<file path="config.mk">
export PLATFORM = sky130hd
export DESIGN_NAME = cpu_core_param
export DESIGN_NICKNAME = d
export VERILOG_FILES = /design/src/rtl/cpu_core_param.sv
export SDC_FILE = /design/constraint.sdc
export NUM_CORES = 1
export LEC_CHECK = 0
export ABC_AREA = 1
export BUFFER_PORTS_ARGS = -buffer_cell sky130_fd_sc_hd__buf_2
export CORE_ASPECT_RATIO = 1.1
export CORE_UTILIZATION = 40
export CTS_CLUSTER_SIZE = 10
export DETAILED_ROUTE_END_ITERATION = 16
export GPL_TIMING_DRIVEN = 0
export HOLD_SLACK_MARGIN = 0.03
export SLEW_MARGIN = 20
export SYNTH_ARGS = -nofsm -noshare
export SYNTH_HDL_FRONTEND = slang
export SYNTH_SLANG_ARGS = --single-unit
export TNS_END_PERCENT = 100
</file>
<file path="constraint.sdc">
create_clock -name clk -period 4.3 [get_ports clk]
set_input_delay 0 -clock clk [delete_from_list [all_inputs] [get_ports clk]]
set_output_delay 0 -clock clk [all_outputs]
set_load 0.03 [all_outputs]
</file>
<file path="src/rtl/cpu_core_param.sv">
// Parametrised multi-cycle CPU core: FETCH/WAIT/EXEC/HALT sequencer with an imem
// request/valid handshake, a flag-setting ALU, conditional branches and a return stack.
module cpu_core_param #(
  parameter int DATA_W      = 8,
  parameter int NUM_REGS    = 16,
  parameter int ADDR_W      = 8,
  parameter int STACK_DEPTH = 4
) (
  input  logic              clk,
  input  logic              resetn,
  input  logic              enable,
  output logic [ADDR_W-1:0] imem_addr,
  output logic              imem_req,
  input  logic              imem_valid,
  input  logic [31:0]       instruction,
  input  logic [DATA_W-1:0] din,
  input  logic [3:0]        gpi,
  output logic [DATA_W-1:0] dout,
  output logic [7:0]        gout,
  output logic [3:0]        flags,
  output logic              halted
);
  localparam int IDX_W = $clog2(NUM_REGS);
  localparam int SP_W  = $clog2(STACK_DEPTH + 1);
  localparam int STK_W = (STACK_DEPTH > 1) ? $clog2(STACK_DEPTH) : 1;

  localparam logic [2:0] G_ALU_REG = 3'd1;
  localparam logic [2:0] G_ALU_IMM = 3'd2;
  localparam logic [2:0] G_BRANCH  = 3'd3;
  localparam logic [2:0] G_CALL    = 3'd4;
  localparam logic [2:0] G_RET     = 3'd5;
  localparam logic [2:0] G_IO      = 3'd6;
  localparam logic [2:0] G_HALT    = 3'd7;

  typedef enum logic [1:0] {S_FETCH, S_WAIT, S_EXEC, S_HALT} state_t;
  state_t state, state_next;

  logic [31:0]       ir;
  logic [ADDR_W-1:0] pc, pc_inc, pc_next;
  logic [DATA_W-1:0] regs [NUM_REGS];
  logic [ADDR_W-1:0] stack [STACK_DEPTH];
  logic [SP_W-1:0]   sp, sp_dec;
  logic              fault, flag_n, flag_c, flag_z;

  logic [2:0]        grp, cmd;
  logic [IDX_W-1:0]  rd_idx, rs_idx;
  logic [DATA_W-1:0] rd_val, rs_val, imm, operand, alu_res;
  logic [DATA_W:0]   sum;
  logic              alu_c, stack_full, stack_empty, branch_taken, trap;
  logic              unused_ir;

  assign grp         = ir[31:29];
  assign cmd         = ir[28:26];
  assign rs_idx      = ir[16 +: IDX_W];
  assign rd_idx      = ir[8 +: IDX_W];
  assign imm         = DATA_W'(ir[23:16]);
  assign rd_val      = regs[rd_idx];
  assign rs_val      = regs[rs_idx];
  assign operand     = (grp == G_ALU_REG) ? rs_val : imm;
  assign pc_inc      = pc + ADDR_W'(1);
  assign sp_dec      = sp - SP_W'(1);
  assign stack_full  = (sp == SP_W'(STACK_DEPTH));
  assign stack_empty = (sp == '0);
  assign trap        = (grp == G_HALT) || (grp == G_CALL && stack_full) ||
                       (grp == G_RET && stack_empty);
  assign unused_ir   = ^{ir[25:24], ir[23:16], ir[15:8], ir[7:0]};

  assign imem_addr = pc;
  assign flags     = {fault, flag_n, flag_c, flag_z};

  always_comb begin
    sum     = {1'b0, rd_val} + {1'b0, operand};
    alu_res = operand;
    alu_c   = flag_c;
    case (cmd)
      3'd0: begin alu_res = sum[DATA_W-1:0]; alu_c = sum[DATA_W]; end
      3'd1: begin alu_res = rd_val - operand; alu_c = (rd_val < operand); end
      3'd2: begin alu_res = rd_val & operand; alu_c = 1'b0; end
      3'd3: begin alu_res = rd_val | operand; alu_c = 1'b0; end
      3'd4: begin alu_res = rd_val ^ operand; alu_c = 1'b0; end
      3'd5: begin alu_res = {rd_val[DATA_W-2:0], 1'b0}; alu_c = rd_val[DATA_W-1]; end
      3'd6: begin alu_res = {1'b0, rd_val[DATA_W-1:1]}; alu_c = rd_val[0]; end
      default: ;
    endcase
  end

  always_comb begin
    case (cmd)
      3'd0:    branch_taken = 1'b1;
      3'd1:    branch_taken = flag_z;
      3'd2:    branch_taken = !flag_z;
      3'd3:    branch_taken = flag_c;
      3'd4:    branch_taken = !flag_c;
      3'd5:    branch_taken = flag_n;
      3'd6:    branch_taken = gpi[ir[17:16]];
      default: branch_taken = !gpi[ir[17:16]];
    endcase
  end

  // A faulting CALL/RET or HALT leaves pc on the offending instruction.
  always_comb begin
    pc_next = pc_inc;
    case (grp)
      G_BRANCH: if (branch_taken) pc_next = ir[ADDR_W-1:0];
      G_CALL:   pc_next = stack_full ? pc : ir[ADDR_W-1:0];
      G_RET:    pc_next = stack_empty ? pc : stack[sp_dec[STK_W-1:0]];
      G_HALT:   pc_next = pc;
      default:  ;
    endcase
  end

  always_ff @(posedge clk or negedge resetn) begin
    if (!resetn) state <= S_FETCH;
    else         state <= state_next;
  end

  always_comb begin
    state_next = state;
    case (state)
      S_FETCH: if (enable) state_next = imem_valid ? S_EXEC : S_WAIT;
      S_WAIT:  if (imem_valid) state_next = S_EXEC;
      S_EXEC:  state_next = trap ? S_HALT : S_FETCH;
      default: state_next = S_HALT;
    endcase
  end

  // Request is gated by resetn so it drops the instant reset is asserted.
  always_comb begin
    imem_req = 1'b0;
    halted   = 1'b0;
    case (state)
      S_FETCH: imem_req = enable & resetn;
      S_WAIT:  imem_req = resetn;
      S_HALT:  halted = 1'b1;
      default: ;
    endcase
  end

  always_ff @(posedge clk or negedge resetn) begin
    if (!resetn) begin
      ir     <= '0;
      pc     <= '0;
      sp     <= '0;
      dout   <= '0;
      gout   <= '0;
      fault  <= 1'b0;
      flag_n <= 1'b0;
      flag_c <= 1'b0;
      flag_z <= 1'b0;
      for (int i = 0; i < NUM_REGS; i++) regs[i] <= '0;
      for (int i = 0; i < STACK_DEPTH; i++) stack[i] <= '0;
    end else begin
      if (imem_req && imem_valid) ir <= instruction;
      if (state == S_EXEC) begin
        pc <= pc_next;
        case (grp)
          G_ALU_REG, G_ALU_IMM: begin
            regs[rd_idx] <= alu_res;
            flag_z       <= (alu_res == '0);
            flag_n       <= alu_res[DATA_W-1];
            flag_c       <= alu_c;
          end
          G_CALL: begin
            if (stack_full) begin
              fault <= 1'b1;
            end else begin
              stack[sp[STK_W-1:0]] <= pc_inc;
              sp <= sp + SP_W'(1);
            end
          end
          G_RET: begin
            if (stack_empty) fault <= 1'b1;
            else             sp <= sp_dec;
          end
          G_IO: begin
            case (cmd)
              3'd0:    regs[rd_idx] <= din;
              3'd1:    dout <= rs_val;
              3'd2:    gout <= ir[23:16];
              default: ;
            endcase
          end
          default: ;
        endcase
      end
    end
  end

endmodule
</file>
After elaboration in Yosys (flattened, before gate mapping):

Index checks and enable logic that the tools add are counted.

* register bits: 225
* input bits: 48
* logic and storage cells: 147

* add/subtract/negate cells: 5
* $lt $le $gt $ge: 8
* equality and inequality tests: 24
* multiplexer cells: 41
* bitwise operators: 10
* reductions and logical operators: 29

Operators by type and width (number)
* $bwmux W128: 2
* $pmux W128 S2: 1
* $mux W128: 1
* $mux W8: 12
* $bmux W8 S4: 2
* $pmux W8 S7: 1
* $bwmux W32: 1
* $demux W8 S4: 1
* $pmux W8 S4: 1
* $eq A3 B3 Y1 const B: 8
* $bmux W8 S2: 1
* $demux W8 S2: 1
* $reduce_and A3 Y1: 5
* $ne A2 B2 Y1 const B: 7
* $eq A3 B2 Y1 const B: 4
* $reduce_and A4 Y1: 3
* $ge A5 B5 Y1 const B: 2
* $not A4 Y5: 2
* $add A8 B8 Y9: 1
* $add A8 B1 Y8 const B: 1
* $and A8 B8 Y8: 1
* $logic_not A8 Y1: 1
* $lt A8 B8 Y1: 1
* $mux W2: 4
* 33 further kinds: 53

Logic depth before layout (Yosys ltp):

Gate-level depths: netlist (run 1).

* depth in word-level cells: 9
* mapped depth: 28
* gate-level depth less buffers: 25

Least setup slack after synthesis (run 1):

OpenSTA, ideal clock, no wires.

* path type: flip-flop to flip-flop
* start point: reg ir[16]
* end point: reg regs[14] (netlist name)
* arrival: 3.017 ns
* required time: 4.182 ns
* setup slack: 1.165 ns
* cell stages (with the launch flop): 24
* path through: dfrtp_1 buf_4 inv_4 clkbuf_1 nor2_1 o211ai_1 nand3_1 nand2_1 nand2_1 nand2_1 inv_1 ha_1 clkbuf_1 nand2_1 or2_2 nand3_1 nand2_1 nand3_1 nand4_1 nand2_1 nand2_2 buf_2 nand3_1 nand2_1

* word-level cells in the longest chain between the ends: 9
* elaborated cells on any way between the ends: 13
* classes of those cells: 2 x add/sub; 7 x mux; 4 x bitwise

Ends and longest elaborated chain
* start, declared: RTL line 38 `logic [31:0] ir;`
* start signal, assigned: RTL line 153 `if (imem_req && imem_valid) ir <= instruction;`
* $not A4 Y5 (implied by the code): RTL line 58 `assign rs_val = regs[rs_idx];`
* $bmux W8 S4: RTL line 58
* $mux W8 (implied by the code) (2 in series): RTL line 58
* $mux W8 (*): RTL line 59 `assign operand = (grp == G_ALU_REG) ? rs_val : imm;`
* $sub A8 B8 Y8 (tied with other cells): RTL line 77 `3'd1: begin alu_res = rd_val - operand; alu_c = (rd_val < operand); end`
* $pmux W8 S7 (*): RTL line 75 `case (cmd)`
* $bwmux W128 (*): RTL line 158 `regs[rd_idx] <= alu_res;`
* $pmux W128 S2 (*): RTL line 156 `case (grp)`
* end signal, assigned by index: RTL line 158
* end signal, assigned by index: RTL line 177 `3'd0: regs[rd_idx] <= din;`
* end, declared: RTL line 40 `logic [DATA_W-1:0] regs [NUM_REGS];`

Every way passes the cells marked *; elsewhere a longest branch is shown, timed or not. The select of a mux whose other input is x is not followed.
A chain may end at the register's enable or synchronous reset.

Worst setup path in the final report (run 1):

* start point: reg ir[9]
* end point: reg regs[122] (netlist name)

* word-level cells in the longest chain between the ends: 8
* elaborated cells on any way between the ends: 19
* classes of those cells: 2 x add/sub; 2 x order compare; 10 x mux; 4 x bitwise; 1 x reduce/logical

Ends and longest elaborated chain
* $not A4 Y5 (implied by the code) (*): RTL line 57, 158, 177
* $bmux W8 S4 (tied with other cells): RTL line 57 `assign rd_val = regs[rd_idx];`
* $mux W8 (implied by the code) or $logic_and A1 B1 Y1 (tied branches): RTL line 57, 158, 177
* $mux W8 (on tied branches): RTL line 57, 158, 177
* $sub A8 B8 Y8 (tied with other cells): RTL line 77
* $pmux W8 S7 or $bwmux W128 (tied branches): RTL line 75, 177
* $bwmux W128 or $mux W128 (tied branches): RTL line 158, 176
* $pmux W128 S2 (*): RTL line 156

Marks and branches as above.

==> summary.txt, run 1 <==
drt via density -> 5.468
kind of end point of the critical path -> flop
largest net degree at the start of global routing -> 76
worst skew pair latency -> 0.57 ns
DRT Pass-1 Iters -> 5
crit path from -> ir[9]
Peak supply drop -> 0.6167 mV
clk sinks -> 219
violated checks -> negative hold slack
final worst slack -> 0.1746 ns
syn avg cell area -> 6.921 um^2
CP arrival -> 4.59 ns
CP startpoint kind -> flop
# nets final -> 2206
CP required -> 4.76 ns
RD Place Congestion -> 0.9701
FP Rows -> 70
hpwl dp -> 37.48 mm
DIE AREA -> 35110 um^2
H-tree lvl count -> 1
CP cell instances -> buf_4 -> clkbuf_1 -> nand2_1 -> nand2_1 -> nand2_1 -> nand2_1 -> nor2_2 -> inv_1 -> ha_1 -> inv_1 -> fa_1 -> xnor2_1 -> nand2_1 -> nand3_1 -> nor3_2 -> nand3_1 -> nand2_2 -> o21ai_4 -> clkinvlp_4 -> o21ai_0
first-pass GRT wire length -> 78.49 mm
synthesized flop and latch total -> 219
antenna violations before repair -> 0
final wirelength -> 51.90 mm
Hold Path Class -> primary input to async pin
Seq/Total Area, Yosys -> 39.87%
Port Buffers -> 71
CTS tree -> built
Synthesized Nets -> 2067
ant diodes -> 0
Most common cell on crit path -> nand2_1
Starting Density -> 40.98%
CTS root buffer -> clkbuf_16
final hold viol count -> 2
unrepaired setup endpoints after global routing -> no
most common cell after layout, fill and taps aside -> nand2_1
beginning of the worst register-to-register path -> ir[9]
Post-Syn Instances -> 1986
post-route ant nets -> 0
count of different cell masters after synthesis -> 45
Worst Tran Pin Value -> 0.9844 ns
CP max-delay cell -> clkbuf_1
worst reg-to-reg setup slack -> 0.17 ns
Detailed Route Iter0 Violations -> 1294
period utilization -> 95.94%
vias post-DR -> 14048
commonest cells after routing, fill and taps aside -> nand2_1, o21ai_0, dfrtp_1, nand3_1, inv_1
Relative slew margins -> 34.37%
Die Y -> 196.4 um
kind of critical path -> flop to flop
per-cell routed wire length -> 20.20 um
CTS buffer count -> 27
num ports -> 78
Max stage delay on crit path -> 0.58 ns
GRT Total Usage -> 29.72%
Clock Path Buffers -> 3
vias in the first global route -> 13437
number of maximum-capacitance violations -> 0
Max Freq -> 242.4 MHz
warnings from Yosys -> 0
largest fanout on the critical path -> 10
Synth-to-Final Area Change -> 16.21%
Slew Viols, Final -> 0
# DRC -> 0
Hold Slack -> -0.007307 ns
final setup TNS -> 0 ns
minimum clock period -> 4.125 ns
Mapped Area -> 13750 um^2
Worst Skew -> 0.01937 ns
share of layout cells above drive strength 1 -> 12.54%
Pleak -> 8.365 nW
endpoints failing setup -> 0
Die W -> 178.8 um
CTS clock-pin slew for the worst setup and hold paths -> 0.06 ns
outcome -> complete, but fails checks
GRT overflow -> 0
P per Cell Area -> 839.2 nW/um^2
core area -> 33540 um^2
DP Worst Slack -> -0.8088 ns
-- through the flow --
stage | power, mW | hold slack, ns | util, % | cell area, um^2 | instances
after floorplan | 8.148 | -0.2956 | - | 13750 | 1986
after global placement | 10.74 | 0.2095 | 43.65 | 14640 | 2489
after detailed placement | 10.79 | 0.01486 | 43.84 | 14710 | 2491
after CTS | 13.05 | 0.03116 | 47.33 | 15880 | 2565
after global routing | 14.31 | 0.06145 | 47.62 | 15970 | 2569
final | 13.41 | -0.007307 | 47.62 | 15970 | 2569
-- layout make-up --
type | count | area, um^2
plain buffers | 91 | 563.0
clock buffers | 38 | 737.0
clock inverters | 3 | 80.08
fillers | 3447 | 17570
inverters | 210 | 834.6
multi-input cells | 1465 | 6944
flip-flops and latches | 219 | 5482
well taps | 432 | 540.5
repair buffers | 110 | 785.8
repair inverters | 1 | 7.507
-- routing by layer --
layer | global-route usage (%) | share of wire, % | vias to the layer above | routed length, um
met3 | 3.974 | 7.5 | 119 | 3878
met1 | 38.67 | 41 | 6708 | 21280
met2 | 49.11 | 47 | 593 | 24270
met5 | 0 | 0 | - | 0
li1 | - | - | 6628 | -
met4 | 12.90 | 4.8 | 0 | 2478
-- power by group --
group	internal, mW	switching [mW]	total, mW
combinational	2.43	5.93	8.36
clock	1.30	0.905	2.20
sequential	2.48	0.359	2.84
total	6.21	7.19	13.4
-- state kept, by name, indices dropped and copies added, names as in the netlist --
name and flops:
imem_addr 8, ir 26, sp 3, flag_z 1, regs 128, dout 8, flag_c 1, gout 8
fault 1, state 2, flag_n 1, stack 32
-- Yosys cell counts (all sizes together) --
cell	instances	area [um^2]
a211oi	3	22.52
a21oi	60	300.3
a221oi	1	8.760
and2	1	6.260
buf	70	449.2
clkbuf	23	86.33
clkinv	14	83.83
dfrtp	219	5480
fa	2	40.04
ha	31	387.9
inv	196	740.7
mux2	11	123.9
nand2	742	2858
nand3	176	885.9
nand4	15	93.84
nor2	117	461.7
nor3	10	66.32
o2111ai	3	26.28
o211ai	22	165.2
o21ai	245	1271
o21bai	2	15.01
o221ai	1	8.760
o22ai	1	6.260
o31ai	1	7.510
or2	10	62.56
xnor2	4	35.03
xor2	6	52.55
-- logic make-up (layout without fill, tap and decap cells) --
kind of cell | after synthesis | count (layout) | synth area share (%)
simple gates | 1071 | 1071 | 32.26
compound gates | 339 | 340 | 13.33
buf+inv | 303 | 453 | 9.894
flops | 219 | 219 | 39.87
fa+ha+maj | 33 | 33 | 3.113
mux | 11 | 11 | 0.9012
xor+xnor | 10 | 10 | 0.6371
-- path summary, 6_finish.rpt --
| kind | cells after the start | to |
|---|---|---|
| max reg2reg | 20 | regs[122] |
| max | 20 | regs[122] |
| min in group clk | 5 | regs[45] |
| max in group asynchronous | 3 | ir[19] |
| min reg2reg | 2 | fault |
| min | 2 | regs[94] |
-- worst max-delay path, delay by kind of cell (launching register included) --
kind | cells | cell delay [ns]
buffers and inverters | 5 | 1.26
and+or+nand+nor | 10 | 0.97
adders and majority gates | 2 | 0.70
AOI/OAI and AO/OA | 2 | 0.60
DFF | 1 | 0.32
xor gates and xnor gates | 1 | 0.18
-- timing repair --
| action | 4_1_cts | 5_1_grt |
|---|---|---|
| hold buffers | 35 | 0 |
| endpoints found under the setup margin | 115 | 67 |
| buffers inserted | 0 | 2 |
| endpoints found under the hold margin | 278 | 0 |
| pin swaps | 0 | 1 |
| cloned | 0 | 2 |
| gates resized for setup | 7 | 37 |
Power figures use the tool's default switching activity.
==> run 2: changes to the inputs <==
CELL_PAD_IN_SITES_DETAIL_PLACEMENT = 0   (was not set)
CELL_PAD_IN_SITES_GLOBAL_PLACEMENT = 1   (was not set)
PLACE_DENSITY_LB_ADDON = 0.1   (was not set)
==> run 2 against run 1 <==
  * The flow now finishes without violations
  * Setup slack improved by 0.030 ns
  * Final cell count increased by 0.23%
  * Sequential power about the same
  * Clock-buffer cell count increased by 2
  * Die area unchanged
  * Hold slack improved by 0.035 ns
  * Global-route usage increased by 1.4 points
  * Clock skew decreased by 0.0080 ns
  * Combinational power increased by 0.7%
  * Highest routed layer unchanged
==> summary.txt, run 2 (same netlist as run 1, synthesis figures left out) <==
CTS buffer count -> 28 (+3.7%)
CP startpoint kind -> flop
Max Freq -> 244.2 MHz (+0.73%)
endpoints failing setup -> 0 (unchanged)
commonest cells after routing, fill and taps aside -> nand2_1, o21ai_0, dfrtp_1, nand3_1, inv_1
largest net degree at the start of global routing -> 88 (+16%)
# DRC -> 0 (unchanged)
num ports -> 78 (unchanged)
Top Registers -> regs x128, stack x32, ir x26
vias in the first global route -> 13199 (-1.8%)
hpwl dp -> 39.41 mm (+5.1%)
CP arrival -> 4.53 ns (-0.06 ns)
Non-Filler Instances -> 2575 (+0.23%)
Detailed Route Iter0 Violations -> 1191 (-8.0%)
Largest Register -> regs
RD Place Congestion -> 0.9093 (-6.3%)
final wirelength -> 53.80 mm (+3.7%)
Placed Instance Area -> 14710 um^2 (unchanged)
Die Y -> 196.4 um (unchanged)
GRT Total Usage -> 31.15% (+1.4 points)
Starting Density -> 40.98% (unchanged)
Die W -> 178.8 um (unchanged)
Synth-to-Final Area Change -> 16.93%
Hold Path Class -> primary input to async pin
Peak supply drop -> 0.3347 mV (-46%)
CTS root buffer -> clkbuf_16
kind of end point of the critical path -> flop
GR peak layer -> met2
Clock Path Buffers -> 3 (unchanged)
core area -> 33540 um^2 (unchanged)
Pleak -> 8.432 nW (+0.80%)
Port Buffers -> 71 (unchanged)
met1 Usage GRT -> 42.80% (+4.1 points)
vias post-DR -> 13858 (-1.4%)
minimum clock period -> 4.096 ns (-0.02985 ns)
most common cell after layout, fill and taps aside -> nand2_1
antenna violations before repair -> 1 (+1)
outcome -> complete, no violations
first-pass GRT wire length -> 80.85 mm (+3.0%)
kind of critical path -> flop to flop
Worst Tran Pin Value -> 0.8914 ns (-0.09303 ns)
share of layout cells above drive strength 1 -> 12.93% (+0.38 points)
per-cell routed wire length -> 20.89 um (+3.4%)
Worst Skew -> 0.01136 ns (-0.008009 ns)
# nets final -> 2209 (+0.14%)
final design utilization -> 47.92% (+0.29 points)
H-tree lvl count -> 1 (unchanged)
FP Rows -> 70 (unchanged)
period utilization -> 95.25% (-0.69 points)
GRT overflow -> 0 (unchanged)
number of maximum-capacitance violations -> 0 (unchanged)
Design Area, Final -> 16070 um^2 (+0.62%)
P per Cell Area -> 842.6 nW/um^2 (+0.40%)
Slew Viols, Final -> 0 (unchanged)
worst skew pair latency -> 0.57 ns (about the same)
ant diodes -> 0 (unchanged)
CTS tree -> built
Hold Slack -> 0.02744 ns (+0.03475 ns)
Largest register FFs -> 128 (unchanged)
grt met3 use -> 5.285% (+1.3 points)
Relative slew margins -> 40.36% (+6.0 points)
final hold viol count -> 0 (-2)
Inst Count DP -> 2491 (unchanged)
final setup TNS -> 0 ns (unchanged)
clk sinks -> 219 (unchanged)
GR met2 Demand/Resource -> 49.81% (+0.70 points)
CP required -> 4.74 ns (-0.02 ns)
post-route ant nets -> 0 (unchanged)
largest fanout on the critical path -> 10 (unchanged)
CTS clock-pin slew for the worst setup and hold paths -> 0.06 ns (about the same)
DIE AREA -> 35110 um^2 (unchanged)
drt via density -> 5.382 (-1.6%)
DRT Pass-1 Iters -> 6 (+1)
==> run 2: cell count changes in the layout (fill, tap and decap cells not counted), sizes merged <==
| cell | change |
|---|---|
| bufinv | -1 |
| buf | +3 |
| o21ai | -1 |
| clkbuf | +3 |
| clkinv | +4 |
| clkinvlp | -2 |
==> run 2: metal layers <==
metal / share of wire, % / wire [um] / vias to the layer above
met4: 2.8 / 1533 / 0
met3: 6.8 / 3647 / 91
li1: - / - / 6633
met1: 44 / 23730 / 6649
met5: 0 / 0 / -
met2: 46 / 24890 / 485
==> run 2: path summary, 6_finish.rpt <==
check	endpoint	slack, ns	startpoint	cells past startpoint
setup / recovery	regs[2]	0.20	ir[16]	21
hold / removal	regs[92]	0.03	resetn	3
setup reg to reg	regs[2]	0.20	ir[16]	21
hold reg to reg	fault	0.47	fault	2
max in group asynchronous	ir[19]	3.49	resetn	4
min in group clk	regs[37]	0.12	din[5]	5
==> run 2: power by group <==
part	total, mW	switching, mW	leakage [nW]	internal (mW)
clock network	2.28	0.939	0.428	1.34
registers	2.84	0.360	2.28	2.48
logic	8.42	5.95	5.73	2.47
total	13.5	7.25	8.43	6.29
==> run 2: final cells by class <==
type	count	area [um^2]
plain buffers	90	576.8
clock buffers	40	805.8
clock inverters	5	61.31
fillers	3515	17470
inverters	210	830.8
multi-input cells	1464	6933
flip-flops and latches	219	5482
well taps	432	540.5
repair buffers	115	843.3
==> run 2: through the flow <==
stage / power, mW / worst slack [ns]
4_1_cts: 13.30 / 0.006450
5_1_grt: 14.54 / -0.004833
3_3_place_gp: 10.88 / -1.696
2_1_floorplan: 8.148 / 1.165
6_report: 13.54 / 0.2044
3_5_place_dp: 10.93 / -0.7364
==> run 2: repair_timing <==
action,in CTS,in global routing
pin swaps,0,2
buffers inserted,0,6
cloned,0,0
gates resized for setup,12,33
endpoints found under the hold margin,210,0
hold buffers,36,0
setup endpoints to repair,115,75
==> run 2: worst max-delay path: stages, from the launching register on <==
cell and delay, ns:
dfrtp_1 0.35, buf_4 0.17, inv_4 0.15, buf_4 0.22, nand2_1 0.07, nand3_1 0.07
nand3_1 0.09, nand3_1 0.15, nand2_1 0.13, nand2_1 0.11, nand2_1 0.10, ha_1 0.31
fa_1 0.53, or2_2 0.33, nand3_1 0.08, nand3_1 0.07, nor3_1 0.31, nand3_1 0.13
nand2_1 0.14, o21ai_4 0.13, inv_2 0.18, o21ai_0 0.11
==> run 3: changes to the inputs <==
ABC_AREA = not set   (was 1)
MAX_ROUTING_LAYER = met4   (was not set)
SETUP_SLACK_MARGIN = 0.2   (was not set)
==> run 3 against run 2 <==
  * Hold slack gained 0.075 ns
  * Register-to-register slack lost 0.13 ns
  * Final cell count down 30%
  * Via count is 26% lower
  * Critical path depth fell by 1
  * Synthesized cell count down 41%
  * Routed wire length shrank 22%
  * Sequential share of layout area fell by 0.84 points
  * Sequential cell count unchanged
  * Clock-buffer cell count is 7 lower
  * Critical path type unchanged
==> summary.txt, run 3 <==
Synth top area share -> 42.71% (+2.8 points)
FF-to-FF End -> regs[22]
CTS root buffer -> clkbuf_16
Reg2Reg Depth -> 20 (-4.8%)
final worst slack -> 0.07127 ns (-0.1332 ns)
Non-Filler Instances -> 1801 (-30%)
# nets final -> 1454 (-34%)
most common cell after layout, fill and taps aside -> dfrtp_1
period utilization -> 98.34% (+3.1 points)
largest cells by area after synthesis -> dfrtp_1, mux4_2, mux2_2
CP required -> 4.71 ns (-0.03 ns)
syn avg cell area -> 11.02 um^2 (+59%)
warnings from Yosys -> 0 (unchanged)
ys flop type -> dfrtp_1
commonest cells after routing, fill and taps aside -> dfrtp_1, nand2_1, nor2_1, mux2_2, buf_2
area leader, netlist -> dfrtp_1
Synth async-reset ratio -> 100.0% (unchanged)
unrepaired setup endpoints after global routing -> yes
CTS clock-pin slew for the worst setup and hold paths -> 0.06 ns (about the same)
core area -> 31480 um^2 (-6.2%)
num ports -> 78 (unchanged)
worst skew pair latency -> 0.54 ns (-0.03 ns)
Starting Density -> 40.76% (-0.22 points)
final hold viol count -> 0 (unchanged)
count of different cell masters after synthesis -> 80 (+78%)
CP arrival -> 4.64 ns (+0.11 ns)
Max stage delay on crit path -> 0.48 ns (-0.05 ns)
kind of end point of the critical path -> flop
GRT Total Usage -> 26.53% (-4.6 points)
Post-Syn Instances -> 1164 (-41%)
# DRC -> 0 (unchanged)
minimum clock period -> 4.229 ns (+0.1332 ns)
Largest Register -> regs
number of maximum-capacitance violations -> 0 (unchanged)
area of the multi-input gates -> 7376 um^2 (+6.4%)
post-route ant nets -> 0 (unchanged)
RD Place Congestion -> 0.9064 (-0.32%)
drt via density -> 5.660 (+5.2%)
kind of critical path -> flop to flop
CP max-delay cell -> dfrtp_2
Synth-to-Final Area Change -> 28.50%
CTS tree -> built
number of flops mapped to enable cells by yosys -> 0 (unchanged)
worst reg-to-reg setup slack -> 0.07 ns (-0.13 ns)
Top Registers -> regs x128, stack x32, ir x26
share of layout cells above drive strength 1 -> 38.31% (+25 points)
vias post-DR -> 10194 (-26%)
endpoints failing setup -> 0 (unchanged)
Die W -> 172.8 um (-3.3%)
Seq/Total Area, Yosys -> 42.71% (+2.8 points)
Sequential cell area -> 5484 um^2 (about the same)
FP Rows -> 68 (-2.9%)
Max Freq -> 236.5 MHz (-3.1%)
final wirelength -> 41.93 mm (-22%)
Mapped Area -> 12830 um^2 (-6.7%)
first-pass GRT wire length -> 63.91 mm (-21%)
antenna violations before repair -> 0 (-1)
Slew Viols, Final -> 0 (unchanged)
Largest register FFs -> 128 (unchanged)
synthesized flop and latch total -> 219 (unchanged)
Synthesized Nets -> 1245 (-40%)
per-cell routed wire length -> 23.28 um (+11%)
H-tree lvl count -> 1 (unchanged)
beginning of the worst register-to-register path -> ir[16]
vias in the first global route -> 10199 (-23%)
DP Worst Slack -> -1.482 ns (-0.7458 ns)
CP startpoint kind -> flop
Fillers -> 2863 (-19%)
top-count cell post-synth -> dfrtp_1
Relative slew margins -> 24.46% (-16 points)
Inst Count DP -> 1657 (-33%)
Clock Path Buffers -> 3 (unchanged)
outcome -> complete, no violations
Most common cell on crit path -> buf_12
largest fanout on the critical path -> 7 (-3)
Detailed Route Iter0 Violations -> 630 (-47%)
clk sinks -> 219 (unchanged)
largest net degree at the start of global routing -> 95 (+8.0%)
Worst Skew -> 0.01015 ns (-0.001215 ns)
Worst Tran Pin Value -> 1.133 ns (+0.2417 ns)
DIE AREA -> 32800 um^2 (-6.6%)
GRT overflow -> 0 (unchanged)
Port Buffers -> 71 (unchanged)
Die Y -> 189.8 um (-3.3%)
CTS buffer count -> 27 (-3.6%)
hpwl dp -> 29.75 mm (-25%)
synth cell count leaders -> dfrtp_1, nand2_1, nor2_1, mux2_2, a21oi_1
ant diodes -> 0 (unchanged)
CP cell instances -> buf_12 -> buf_16 -> mux4_2 -> mux2i_1 -> mux2i_2 -> nand2_1 -> nand2_2 -> inv_2 -> ha_1 -> clkbuf_8 -> nor2b_1 -> o2bb2ai_1 -> a21oi_2 -> o41ai_2 -> a2111o_1 -> o22ai_4 -> o21ai_4 -> buf_12 -> buf_8 -> mux2_2
DRT Pass-1 Iters -> 5 (-1)
Hold Path Class -> primary input to async pin
==> run 3: cell count changes in the layout (fill, tap and decap cells not counted), sizes merged, moves of 35 or more <==
cell   change
nand3    -160
mux4      +65
buf       +35
mux2      +89
o21ai    -152
inv      -164
nand2    -628
mux2i     +50
==> run 3: area by class of cell <==
cell class / count / area share (%)
flip-flops and latches: 219 / 33.26
clock inverters: 4 / 0.2732
well taps: 420 / 3.187
clock buffers: 33 / 4.356
inverters: 32 / 0.7285
plain buffers: 86 / 4.386
repair buffers: 180 / 9.076
multi-input cells: 827 / 44.73
==> run 3: what timing repair did <==
action	in CTS	in global routing
setup buffers	42	22
endpoints found under the hold margin	307	0
endpoints found under the setup margin	115	113
gates resized for setup	141	107
hold buffers	38	0
pin swaps	22	34
gates cloned	2	3
==> run 3: layer usage <==
metal	share of wire, %	vias up	track usage, %
met2	49	235	43.55
met1	45	5259	35.40
met5	0	-	-
met4	2.4	0	6.705
li1	-	4635	-
met3	3.7	65	2.678
==> run 3: how the worst max path moves through the flow <==
stage	from	end	slack, ns	cells after the start
after global routing	ir[16]	regs[54]	-0.05	20
final	ir[16]	regs[22]	0.07	20
after detailed placement	ir[19]	regs[109]	-1.48	15
after floorplan	ir[18]	regs[6]	0.36	16
after global placement	ir[19]	regs[101]	-1.44	15
after CTS	ir[16]	regs[36]	0.16	17
==> run 3: logic make-up after synthesis <==
group	count (synthesis)	synth area share, %
fa+ha+maj	33	3.335
flops	219	42.71
mux	215	24.94
buf+inv	118	5.022
simple gates	305	10.74
xor+xnor	11	0.7508
compound gates	263	12.50
==> run 3: through the flow <==
step	hold slack [ns]	util, %	TNS [ns]	instance area (um^2)
after global placement	0.2363	43.56	-310.36	13710
after detailed placement	-0.04121	43.80	-94.53	13790
final	0.1029	52.38	0	16490
after floorplan	-0.2956	-	0	12830
after global routing	0.1143	52.38	-0.7342	16490
after CTS	0.09182	50.41	0	15870
==> run 3: worst max-delay path: cells and delay by family, from the launching register on <==
family	cells	cell delay [ns]
simple gates	3	0.41
fa+ha+maj	1	0.29
buf+inv	6	0.79
flops	1	0.48
compound gates	6	1.11
mux	4	1.02
Power of run 3 is left out: the tool's default activity adds up to more than one toggle a clock period on the data nets, which glitch-free logic cannot reach.
